$ cat src/rtl/pattern_serializer_if.sv
// pattern_serializer_if
// Load-side valid/ready bundle for the pattern serializer.
//   load_valid : upstream offers load_data
//   load_data  : WIDTH-bit word, sampled only when the handshake fires
//   load_ready : serializer can take a word at the coming clock edge
// The master modport belongs to the word producer, the slave modport to
// the serializer.
interface pattern_serializer_if #(
    parameter int WIDTH = 8
);
    logic             load_valid;
    logic [WIDTH-1:0] load_data;
    logic             load_ready;

    modport master (
        output load_valid,
        output load_data,
        input  load_ready
    );

    modport slave (
        input  load_valid,
        input  load_data,
        output load_ready
    );
endinterface

$ cat src/rtl/pattern_serializer.sv
// pattern_serializer
// Parallel-to-serial bit source for the serial input of a 101 sequence
// detector. A word taken over the load handshake is shifted out one bit per
// clock. A new word can be taken during the last bit of the current one, so
// words run back-to-back with no gap. With no word in flight, x sits at
// IDLE_BIT.
// Ports:
//   clk     : single rising-edge clock
//   clear_n : asynchronous active-low reset
//   load_if : slave side of the valid/ready/data load bundle
//   x       : serial output bit
//   busy    : a word is being shifted out
//   last    : the current x is the final bit of its word
module pattern_serializer #(
    parameter int WIDTH     = 8,
    parameter bit MSB_FIRST = 1'b1,
    parameter bit IDLE_BIT  = 1'b0
) (
    input  logic                 clk,
    input  logic                 clear_n,
    pattern_serializer_if.slave  load_if,
    output logic                 x,
    output logic                 busy,
    output logic                 last
);

    localparam int CW = $clog2(WIDTH);
    localparam logic [CW-1:0] CNT_LOAD = CW'(WIDTH - 1);

    typedef enum logic {
        IDLE  = 1'b0,
        SHIFT = 1'b1
    } state_t;

    state_t           state_q, state_d;
    logic [WIDTH-1:0] sreg_q, sreg_d;
    logic [CW-1:0]    cnt_q, cnt_d;
    logic [WIDTH-1:0] sreg_shifted;
    logic             load_fire;

    // Moves the next bit onto the output end and back-fills with zero.
    assign sreg_shifted = MSB_FIRST ? {sreg_q[WIDTH-2:0], 1'b0}
                                    : {1'b0, sreg_q[WIDTH-1:1]};

    // load_ready is decoded from state only, so the handshake never forms
    // a combinational path from load_valid back to load_ready.
    assign load_fire = load_if.load_valid & load_if.load_ready;

    always_ff @(posedge clk or negedge clear_n) begin
        if (!clear_n) begin
            state_q <= IDLE;
            sreg_q  <= '0;
            cnt_q   <= '0;
        end else begin
            state_q <= state_d;
            sreg_q  <= sreg_d;
            cnt_q   <= cnt_d;
        end
    end

    // A reload during the last bit keeps the FSM in SHIFT, which is what
    // makes the stream gapless.
    always_comb begin
        state_d = state_q;
        sreg_d  = sreg_q;
        cnt_d   = cnt_q;
        case (state_q)
            IDLE: begin
                if (load_fire) begin
                    sreg_d  = load_if.load_data;
                    cnt_d   = CNT_LOAD;
                    state_d = SHIFT;
                end
            end
            SHIFT: begin
                if (cnt_q != '0) begin
                    sreg_d = sreg_shifted;
                    cnt_d  = cnt_q - 1'b1;
                end else if (load_fire) begin
                    sreg_d  = load_if.load_data;
                    cnt_d   = CNT_LOAD;
                    state_d = SHIFT;
                end else begin
                    state_d = IDLE;
                end
            end
            default: begin
                state_d = IDLE;
            end
        endcase
    end

    always_comb begin
        x                 = IDLE_BIT;
        busy              = 1'b0;
        last              = 1'b0;
        load_if.load_ready = 1'b1;
        if (state_q == SHIFT) begin
            busy               = 1'b1;
            last               = (cnt_q == '0);
            x                  = MSB_FIRST ? sreg_q[WIDTH-1] : sreg_q[0];
            load_if.load_ready = (cnt_q == '0);
        end
    end

endmodule

$ cat src/flat_wrapper.sv
// flat-port wrapper written by rule: the top's interface ports become plain ports
module pattern_serializer_flat 
#(
    parameter int WIDTH     = 8,
    parameter bit MSB_FIRST = 1'b1,
    parameter bit IDLE_BIT  = 1'b0
)
  (clk, clear_n, x, busy, last, load_if_load_valid, load_if_load_data, load_if_load_ready);
  pattern_serializer_if #(.WIDTH(WIDTH)) load_if_i ();
  input  logic clk;
  input  logic clear_n;
  output logic x;
  output logic busy;
  output logic last;
  input wire logic [$bits(load_if_i.load_valid)-1:0] load_if_load_valid;
  input wire logic [$bits(load_if_i.load_data)-1:0] load_if_load_data;
  output wire logic [$bits(load_if_i.load_ready)-1:0] load_if_load_ready;
  assign load_if_i.load_valid = load_if_load_valid;
  assign load_if_i.load_data = load_if_load_data;
  assign load_if_load_ready = load_if_i.load_ready;
  pattern_serializer #(.WIDTH(WIDTH), .MSB_FIRST(MSB_FIRST), .IDLE_BIT(IDLE_BIT)) u_core (.clk(clk), .clear_n(clear_n), .load_if(load_if_i), .x(x), .busy(busy), .last(last));
endmodule
$ cat config.mk
export PLATFORM = sky130hd
export DESIGN_NAME = pattern_serializer_flat
export DESIGN_NICKNAME = d
export VERILOG_FILES = /design/src/rtl/pattern_serializer_if.sv /design/src/rtl/pattern_serializer.sv /design/src/flat_wrapper.sv
export SDC_FILE = /design/constraint.sdc
export NUM_CORES = 1
export LEC_CHECK = 0
export CORE_UTILIZATION = 47
export DETAILED_ROUTE_END_ITERATION = 8
export PLACE_DENSITY = 0.76
export SKIP_CTS_REPAIR_TIMING = 1
export SYNTH_ARGS = -nofsm -noshare
export SYNTH_HDL_FRONTEND = slang
export SYNTH_SLANG_ARGS = --single-unit
$ cat constraint.sdc
create_clock -name clk -period 1.73 [get_ports clk]
set_input_delay 0.346 -clock clk [delete_from_list [all_inputs] [get_ports clk]]
set_output_delay 0.346 -clock clk [all_outputs]
set_load 0.02 [all_outputs]
Yosys cells after proc, flatten, opt, wreduce, memory -nomap -nowiden
Cells that the tools add are included.
{"block": "op_classes", "addsub": 1, "n_reduce_logical": 2, "mux": 13, "bitwise_logic": 2}
{"op": "$mux W8", "n": 2}
{"op": "$pmux W8 S2", "n": 1}
{"op": "$mux W1", "n": 6}
{"op": "$mux W3", "n": 2}
{"op": "$pmux W3 S2", "n": 1}
{"op": "$logic_not A3 Y1", "n": 1}
{"op": "$reduce_bool A3 Y1", "n": 1}
{"op": "$sub A3 B1 Y3 const B", "n": 1}
{"op": "$pmux W1 S2", "n": 1}
{"op": "$and A1 B1 Y1", "n": 1}
{"op": "$not A1 Y1", "n": 1}
{"block": "word_totals", "word_cells": 21, "output_inout_bits": 4, "register_bits": 12, "inputBits": 11}

Logic depth before layout (Yosys ltp)
Gate-level depths: netlist of run 1.
{"block": "logic_depth", "ltp_word": 6, "mapped_depth": 6, "ltp_nobuf": 5}

Least setup slack after synthesis of run 1
No wires, ideal clock.
{"block": "synth_timing", "path_type": "reg2reg", "from": "reg u_core.cnt_q[0]", "to": "reg u_core.sreg_q[1]", "arrival_ns": 1.235, "setup_ns": 0.125, "synth_period_minus_slack_ns": 1.360, "n_path_buf": 1, "slack_ns": 0.370, "required_time_ns": 1.605, "path_stages_with_launch": 7, "cell_sequence": "dfrtp_1 inv_1 ha_1 nand2b_2 nand2_2 buf_6 mux2_4"}
{"block": "synth_via", "elab_chain_len": 6, "word_cells_on_any_way": 7, "cone_classes": "mux (4); bitwise (1); reduce/logical (2)"}
{"element": "start: declaration", "line_no": "pattern_serializer.sv:37", "source": "logic [CW-1:0] cnt_q, cnt_d;"}
{"element": "start signal: assignment", "line_no": "pattern_serializer.sv:57", "source": "cnt_q <= cnt_d;"}
{"element": "$logic_not A3 Y1 *", "line_no": "pattern_serializer.sv:102", "source": "load_if.load_ready = (cnt_q == '0);"}
{"element": "$mux W1 *", "line_no": "pattern_serializer.sv:98", "source": "if (state_q == SHIFT) begin"}
{"element": "via load_if_load_ready", "line_no": "flat_wrapper.sv:17", "source": "output wire logic [$bits(load_if_i.load_ready)-1:0] load_if_load_ready;"}
{"element": "$and A1 B1 Y1 *", "line_no": "pattern_serializer.sv:47", "source": "assign load_fire = load_if.load_valid & load_if.load_ready;"}
{"element": "$mux W8 *"}
{"element": "$mux W8", "line_no": "pattern_serializer.sv:76", "source": "if (cnt_q != '0) begin"}
{"element": "$pmux W8 S2 *", "line_no": "pattern_serializer.sv:67", "source": "case (state_q)"}
{"element": "via u_core.sreg_d[1]", "line_no": "pattern_serializer.sv:36", "source": "logic [WIDTH-1:0] sreg_q, sreg_d;"}
{"element": "end signal: assignment", "line_no": "pattern_serializer.sv:56", "source": "sreg_q <= sreg_d;"}
{"element": "end: declaration", "line_no": "pattern_serializer.sv:36"}
The timed path passes the listed nets; every way through them passes the cells marked *.

Final worst setup path of run 1
{"block": "layout_timing", "from": "reg u_core.state_q", "to": "out busy"}
{"block": "layout_via", "elab_chain_len": 1}
{"element": "start: declaration", "line_no": "pattern_serializer.sv:35", "source": "state_t state_q, state_d;"}
{"element": "start signal: assignment", "line_no": "pattern_serializer.sv:55", "source": "state_q <= state_d;"}
{"element": "$mux W1", "line_no": "pattern_serializer.sv:98"}
{"element": "end: declaration", "line_no": "flat_wrapper.sv:13", "source": "output logic busy;"}
Every way passes these cells.

==> impl_results.html, run 1 <==
<table>
<tr><th>Metric</th><th>Value</th></tr>
<tr><th colspan="2">Pwr</th></tr>
<tr><td>Cell-internal power</td><td>0.834 mW</td></tr>
<tr><td>Portion of total power attributed to the clock network</td><td>0.178</td></tr>
<tr><td>Peak ir drop on the vdd network</td><td>811 µV</td></tr>
<tr><td>Sequential share of power</td><td>0.366</td></tr>
<tr><td>Leak pwr</td><td>0.427 nW</td></tr>
<tr><td>Pwr dens</td><td>1480 nW/µm²</td></tr>
<tr><td>Net load switching power</td><td>0.415 mW</td></tr>
<tr><td>Fraction of power spent switching nets</td><td>0.332</td></tr>
<tr><td>Proportion of power drawn by combinational gates</td><td>0.456</td></tr>
<tr><th colspan="2">Timing</th></tr>
<tr><td>Final worst path period share</td><td>0.955</td></tr>
<tr><td>Final setup fails</td><td>0</td></tr>
<tr><td>Setup WS post-layout</td><td>a little under 80 ps</td></tr>
<tr><td>Fmax</td><td>605 MHz</td></tr>
<tr><td>Max-slew headroom</td><td>0.618</td></tr>
<tr><td>Worst clock skew</td><td>5.14 ps</td></tr>
<tr><td>Count of final hold-check violations</td><td>0</td></tr>
<tr><td>Time the worst path needs with I/O delays and setup</td><td>1650 ps</td></tr>
<tr><td>Pin slew with the least headroom to its limit</td><td>572 ps</td></tr>
<tr><td>Total negative slack for setup checks</td><td>0 ps</td></tr>
<tr><td>Fin. max-slew vios</td><td>0</td></tr>
<tr><td>RSZ-0062 raised after global routing</td><td>no</td></tr>
<tr><th colspan="2">Status</th></tr>
<tr><td>Run status</td><td>finished, final reports clean</td></tr>
<tr><th colspan="2">Drt</th></tr>
<tr><td>DRC violations left</td><td>0</td></tr>
<tr><td>First-pass iteration count of the detailed router</td><td>3</td></tr>
<tr><td>Detailed Route Iter0 Violations</td><td>7</td></tr>
<tr><td>Antenna violation net count after detailed routing</td><td>0</td></tr>
<tr><td>Routed wire length per instance</td><td>~15 µm</td></tr>
<tr><td>Routed wire length</td><td>around 1300 µm</td></tr>
<tr><td>Via count normalized by instance count</td><td>5.24</td></tr>
<tr><td>Via count of the routed design</td><td>440</td></tr>
<tr><th colspan="2">Setup path</th></tr>
<tr><td>Worst setup endpoint</td><td>busy</td></tr>
<tr><td>CP peak stage delay</td><td>~620 ps</td></tr>
<tr><td>Biggest fanout along the worst timing path</td><td>7</td></tr>
<tr><td>Buf+Inv Stages, Crit Path</td><td>1</td></tr>
<tr><td>Cell-by-cell trace of the critical path</td><td>clkdlybuf4s50_1</td></tr>
<tr><td>Stages on worst setup path</td><td>1</td></tr>
<tr><td>Launching element type of the critical path</td><td>register</td></tr>
<tr><td>End of the worst register-to-register path</td><td>u_core.sreg_q[7]$_DFF_PN0_</td></tr>
<tr><td>Crit Path Category</td><td>register to primary output</td></tr>
<tr><td>Startpoint of the most critical register-to-register path</td><td>u_core.cnt_q[0]$_DFF_PN0_</td></tr>
<tr><td>Critical Path End Type</td><td>primary output</td></tr>
<tr><td>Required time at the endpoint of the critical path</td><td>1380 ps</td></tr>
<tr><td>Worst R2R Path Depth</td><td>6</td></tr>
<tr><td>Source of the critical timing path</td><td>u_core.state_q$_DFF_PN0_</td></tr>
<tr><td>CP delay by family, top</td><td>buffers and inverters</td></tr>
<tr><td>Register-to-register path setup slack</td><td>~200 ps</td></tr>
<tr><td>Worst-path cell with the longest stage delay</td><td>clkdlybuf4s50_1</td></tr>
<tr><td>Arrival time of the worst setup path</td><td>1310 ps</td></tr>
<tr><th colspan="2">Clock network</th></tr>
<tr><td>Worst-Skew Late Latency</td><td>270 ps</td></tr>
<tr><td>Deepest level of the CTS H-tree</td><td>1</td></tr>
<tr><td>CTS sink count</td><td>12</td></tr>
<tr><td>CTS tree</td><td>done</td></tr>
<tr><td>Maximum buffer depth of the clock tree</td><td>2</td></tr>
<tr><td>CTS Root Cell</td><td>clkbuf_4</td></tr>
<tr><td>Clock transition time at the flip-flop clock pins of the worst setup and hold paths</td><td>80 ps</td></tr>
<tr><td>TritonCTS Buffers</td><td>3</td></tr>
<tr><th colspan="2">Synthesis</th></tr>
<tr><td>Total nets after synthesis</td><td>62</td></tr>
<tr><td>Register area share after synthesis</td><td>0.468</td></tr>
<tr><td>Mean instance size in the synthesized netlist</td><td>13.1 µm²</td></tr>
<tr><td>Synth unique cells</td><td>17</td></tr>
<tr><td>Number of synthesized register bits</td><td>12</td></tr>
<tr><td>Yosys warning count</td><td>0</td></tr>
<tr><td>Netlist area before placement</td><td>642 µm²</td></tr>
<tr><td>Cells after synthesis</td><td>49</td></tr>
<tr><th colspan="2">Floorplanning</th></tr>
<tr><td>Std-Cell Rows</td><td>12</td></tr>
<tr><td>Die area</td><td>around 1500 µm²</td></tr>
<tr><td>Core ar.</td><td>1190 µm²</td></tr>
<tr><td>I/O pin total</td><td>15</td></tr>
<tr><td>Die boundary width</td><td>39.0 µm</td></tr>
<tr><td>Chip height</td><td>39.0 µm</td></tr>
<tr><td>Starting density of the core</td><td>0.541</td></tr>
<tr><th colspan="2">Global route</th></tr>
<tr><td>Global-route wire length before repair</td><td>2000 µm</td></tr>
<tr><td>Number of antenna violations at the first check in global routing</td><td>0</td></tr>
<tr><td>All-Layer GR Usage</td><td>0.213</td></tr>
<tr><td>Total global routing overflow</td><td>0</td></tr>
<tr><td>Via count of the first global-routing pass</td><td>432</td></tr>
<tr><td>Largest net degree at the start of global routing</td><td>13</td></tr>
<tr><th colspan="2">Placed design</th></tr>
<tr><td>Routability-driven placement congestion ratio</td><td>0.686</td></tr>
<tr><td>DP Worst Slack</td><td>-16.1 ps</td></tr>
<tr><td>Quantity of I/O buffers inserted on ports</td><td>14</td></tr>
<tr><td>Post-DP HPWL</td><td>slightly above 900 µm</td></tr>
<tr><td>Placed instance area</td><td>815 µm²</td></tr>
<tr><th colspan="2">Final layout</th></tr>
<tr><td>Antenna cells</td><td>0</td></tr>
<tr><td>Commonest cells after routing, fill and taps aside</td><td>clkdlybuf4s50_1 (11), dfrtp_1 (11), mux2_4 (6), mux2_1 (5), buf_4 (5)</td></tr>
<tr><td>Net count reported at finish</td><td>84</td></tr>
<tr><td>Area Overhead vs Synth</td><td>31.6%</td></tr>
<tr><td>Post-route cell area</td><td>845 µm²</td></tr>
<tr><td>Share of post-route cells with drive strength above 1</td><td>0.329</td></tr>
<tr><th colspan="2">Worst hold path</th></tr>
<tr><td>Class of the tightest hold or removal check</td><td>input pin to async pin</td></tr>
<tr><th colspan="2">Job</th></tr>
<tr><td>Number of maximum-capacitance constraint violations</td><td>0</td></tr>
</table>
-- layer usage --
metal  up-vias  routed length, µm  GRT usage
met3         2                 69     0.0867
met1       216                586      0.271
li1        210                  -          -
met2        12                611      0.321
met5         -                  0          0
met4         0                 12     0.0776
-- power by group through the flow --
stage | Sequential, mW | Combinational [mW] | Clock, mW
floorplan | 0.445 | 0.409 | 0
global placement | 0.449 | 0.560 | 0
detailed placement | 0.456 | 0.581 | 0
CTS | 0.453 | 0.587 | 0.227
global route | 0.465 | 0.615 | 0.240
finish | 0.457 | 0.570 | 0.222
-- flip-flops by register name, indices dropped and copies added (netlist names) --
register and cells:
u_core.cnt_q 3, u_core.sreg_q 8, u_core.state_q 1
-- cell usage after synthesis --
library cell / n / area, µm²
nand2b_1: 2 / 12.5
and2_1: 1 / 6.26
mux2i_1: 3 / 30.0
inv_1: 3 / 11.3
a21oi_1: 1 / 5.00
ha_1: 2 / 25.0
nand3_1: 1 / 5.00
mux2_2: 3 / 33.8
mux2_1: 5 / 56.3
nor2_1: 4 / 15.0
nand2b_2: 1 / 8.76
mux2_4: 6 / 90.1
nand2_2: 1 / 6.26
dfrtp_1: 12 / 300
nand2_1: 1 / 3.75
buf_6: 2 / 22.5
o311a_1: 1 / 10.0
-- cell type report --
class,count,area [µm²]
tap,14,17.5
sequential,12,302
multi-input combinational,32,308
inverter,3,11.3
timing repair buffer,19,170
fill,97,342
clock buffer,4,36.3
-- per-stage QoR --
stage,utilization,hold slack (ps),instances,power (mW)
finish,0.712,433,84,1.25
global route,0.712,465,84,1.32
CTS,0.717,437,84,1.27
detailed placement,0.687,491,80,1.04
global placement,0.687,479,80,1.01
floorplan,-,50.4,49,0.854
-- cell families after synthesis --
logic type                 count (synthesis)  synth area share
muxes                                     17             0.327
DFF                                       12             0.468
buffers and inverters                      5            0.0526
adders and majority gates                  2            0.0390
AOI/OAI and AO/OA                          2            0.0234
and+or+nand+nor                           11            0.0897
-- worst min path at each step --
stage / to / slack, ps
final: u_core.sreg_q[4]$_DFF_PN0_ / 430
after global routing: u_core.sreg_q[1]$_DFF_PN0_ / 460
after CTS: u_core.sreg_q[4]$_DFF_PN0_ / 440
after detailed placement: u_core.sreg_q[7]$_DFF_PN0_ / 490
after global placement: u_core.sreg_q[5]$_DFF_PN0_ / 480
after floorplan: u_core.cnt_q[0]$_DFF_PN0_ / 50
Power figures use the tool's default switching activity.
==> run 2, diff against run 1 <==
- CTS_CLUSTER_DIAMETER: unset -> 200
==> results of run 2 <==
Same layout as run 1: the final DEF is identical, and so are final timing and power.
==> variant 1: new RTL, config.mk and constraints of run 2 <==
`WIDTH` is set to 8 in 3 places; all go to 16.
--- a/src/rtl/pattern_serializer_if.sv
+++ b/src/rtl/pattern_serializer_if.sv
@@ -6,7 +6,7 @@
 // The master modport belongs to the word producer, the slave modport to
 // the serializer.
 interface pattern_serializer_if #(
-    parameter int WIDTH = 8
+    parameter int WIDTH = 16
 );
     logic             load_valid;
     logic [WIDTH-1:0] load_data;
--- a/src/rtl/pattern_serializer.sv
+++ b/src/rtl/pattern_serializer.sv
@@ -12,7 +12,7 @@
 //   busy    : a word is being shifted out
 //   last    : the current x is the final bit of its word
 module pattern_serializer #(
-    parameter int WIDTH     = 8,
+    parameter int WIDTH     = 16,
     parameter bit MSB_FIRST = 1'b1,
     parameter bit IDLE_BIT  = 1'b0
 ) (
--- a/src/flat_wrapper.sv
+++ b/src/flat_wrapper.sv
@@ -1,7 +1,7 @@
 // flat-port wrapper written by rule: the top's interface ports become plain ports
 module pattern_serializer_flat 
 #(
-    parameter int WIDTH     = 8,
+    parameter int WIDTH     = 16,
     parameter bit MSB_FIRST = 1'b1,
     parameter bit IDLE_BIT  = 1'b0
 )
Ports: changed (resized load_if_load_data); port bits go from 15 to 23. The function was not compared with the original's and may differ.
==> variant 1 against run 2 <==
Largest power group unchanged; area after synthesis rose by 70%; cell count up 69%; the flow now finishes with violations (negative setup slack); power increased by 57%; synthesized cell count grew 63%; final area grew 72%; setup slack worse by 0.13 ns; sequential cell count up 9; critical path depth up 4; routed wire length up 51%.
==> variant 1: results (changes against run 2) <==
crit_family: "flip-flops"
fin_skew_ns: 0.01046  # +0.005323 ns
status: "finished, violations left"
wl_per_cell_um: 13.65  # -10%
synth.area.top_cells: "dfrtp_1 48%, mux2_2 27%, mux2_4 6.9%, buf_6 2.1%, o31ai_4 1.9%"
fin_ws_ns: -0.05236  # -0.1298 ns
grt_use_met2: 0.2600  # -0.06083
crit_path_max_fanout: 4  # -3
globalRouteMet1Util: 0.2673  # -0.004049
grt_antenna_before_repair: 0  # unchanged
grt_pass1_wl_mm: 3.408  # +70%
synthesis.nets: 100  # +61%
cap_violations: 0  # unchanged
vdd_drop_max_mv: 0.8902  # +9.8%
diodes: 0  # unchanged
violations: "negative setup slack"
place_hpwl_mm: 1.411  # +54%
postSynthAreaPerCell_sq_um: 13.64  # +4.1%
leakage_uw: 0.0006734  # +58%
timing.rr.start: "u_core.cnt_q[1]"
layout.nets: 135  # +61%
portBuffers: 22  # +8
drive_above_1_share: 0.4649  # +0.1363
grt_pass1_vias: 746  # +73%
path_clk_slew_ns: 0.12  # +0.04 ns
first_iter_violations: 2  # -5
firstDrtPassIters: 4  # +1
synthFlopType: "dfrtp_1"
ys_top_cells_by_count: "26 x mux2_2, 21 x dfrtp_1, 5 x mux2_4, 3 x inv_1, 3 x nor2_1"
maxSlewHeadroom: 0.8144  # +0.1968
ys_types: 22  # +5
pre_cts_slack_ns: -0.1977  # -0.1816 ns
gp_congestion: 0.7554  # +10%
setup_viol: 12  # +12
slowest_delay_ns: 0.41  # -0.21 ns
worst_path_max_delay_cell: "dfrtp_1"
yosysSeqAreaShare: 0.4817  # +0.01382
largestRegisters: "u_core.sreg_q: 16 flops, u_core.cnt_q: 4 flops, u_core.state_q: 1 flops"
cts-root-buf: "clkbuf_4"
critical_path_arrival_ns: 1.44  # +0.13 ns
totalWireLength_mm: 1.939  # +51%
cts_max_level: 1  # unchanged
met3_usage: 0.03636  # -0.05034
vias: 727  # +65%
place_area_sq_um: 1389  # +71%
yosys_warnings: 0  # unchanged
overflow: 0  # unchanged
clockBufferDepth: 2  # unchanged
async_flop_share: 1.000  # unchanged
r2r-end: "u_core.sreg_q[6]"
whs_ns: 0.3718  # -0.06087 ns
p_int_uw: 1330  # +59%
grtUsageTotal: 0.1815  # -0.03119
grt_max_degree: 22  # +9
totalNegativeSetupSlack_ns: -0.4944  # -0.4944 ns
reg2reg_depth: 6  # unchanged
clock_latency_ns: 0.30  # +0.03 ns
## variant 1: changes by cell type after synthesis, sizes merged, moves of 2 or more
cell,change
buf,+2
dfrtp,+9
mux2,+17
nand2b,-2
o31ai,+2
## variant 1: kinds of logic after synthesis
kind of cell | after synthesis | synth area share
mux | 33 | 0.3555
flops | 21 | 0.4816
simple gates | 11 | 0.05619
buf+inv | 8 | 0.04357
compound gates | 6 | 0.05161
fa+ha+maj | 1 | 0.01147
## variant 1: how the worst max path moves through the flow
stage / endpoint / start
finish: load_if_load_ready / u_core.cnt_q[1]
detailed placement: load_if_load_ready / u_core.cnt_q[0]
global placement: load_if_load_ready / u_core.cnt_q[0]
CTS: load_if_load_ready / u_core.cnt_q[0]
floorplan: u_core.sreg_q[10] / u_core.cnt_q[0]
global route: load_if_load_ready / u_core.cnt_q[1]
## variant 1: routing by layer
metal,share of wire,up-vias
met1,0.48,363
met4,0.0083,0
li1,-,351
met2,0.49,11
met5,0,-
met3,0.028,2
## variant 1: power by group through the flow
| stage | clock (uW) | combinational, uW | sequential [uW] |
|---|---|---|---|
| after floorplan | 0 | 618 | 800 |
| after global placement | 0 | 858 | 792 |
| after detailed placement | 0 | 902 | 805 |
| after CTS | 242 | 903 | 796 |
| after global routing | 265 | 1040 | 823 |
| final | 227 | 945 | 794 |
## variant 1: cell type report
cell class / count / area [sq um]
clock buffers: 3 / 22.52
clock inverters: 1 / 5.005
fillers: 179 / 742.0
inverters: 4 / 15.01
multi-input cells: 51 / 535.5
flip-flops and latches: 21 / 525.5
well taps: 28 / 35.03
repair buffers: 34 / 310.3
## variant 1: worst register-to-register path, stage by stage (launching register included)
cell and delay (ns):
dfrtp_1 0.41, inv_1 0.10, ha_4 0.16, inv_2 0.04, o31ai_4 0.25, buf_4 0.32
mux2_2 0.39
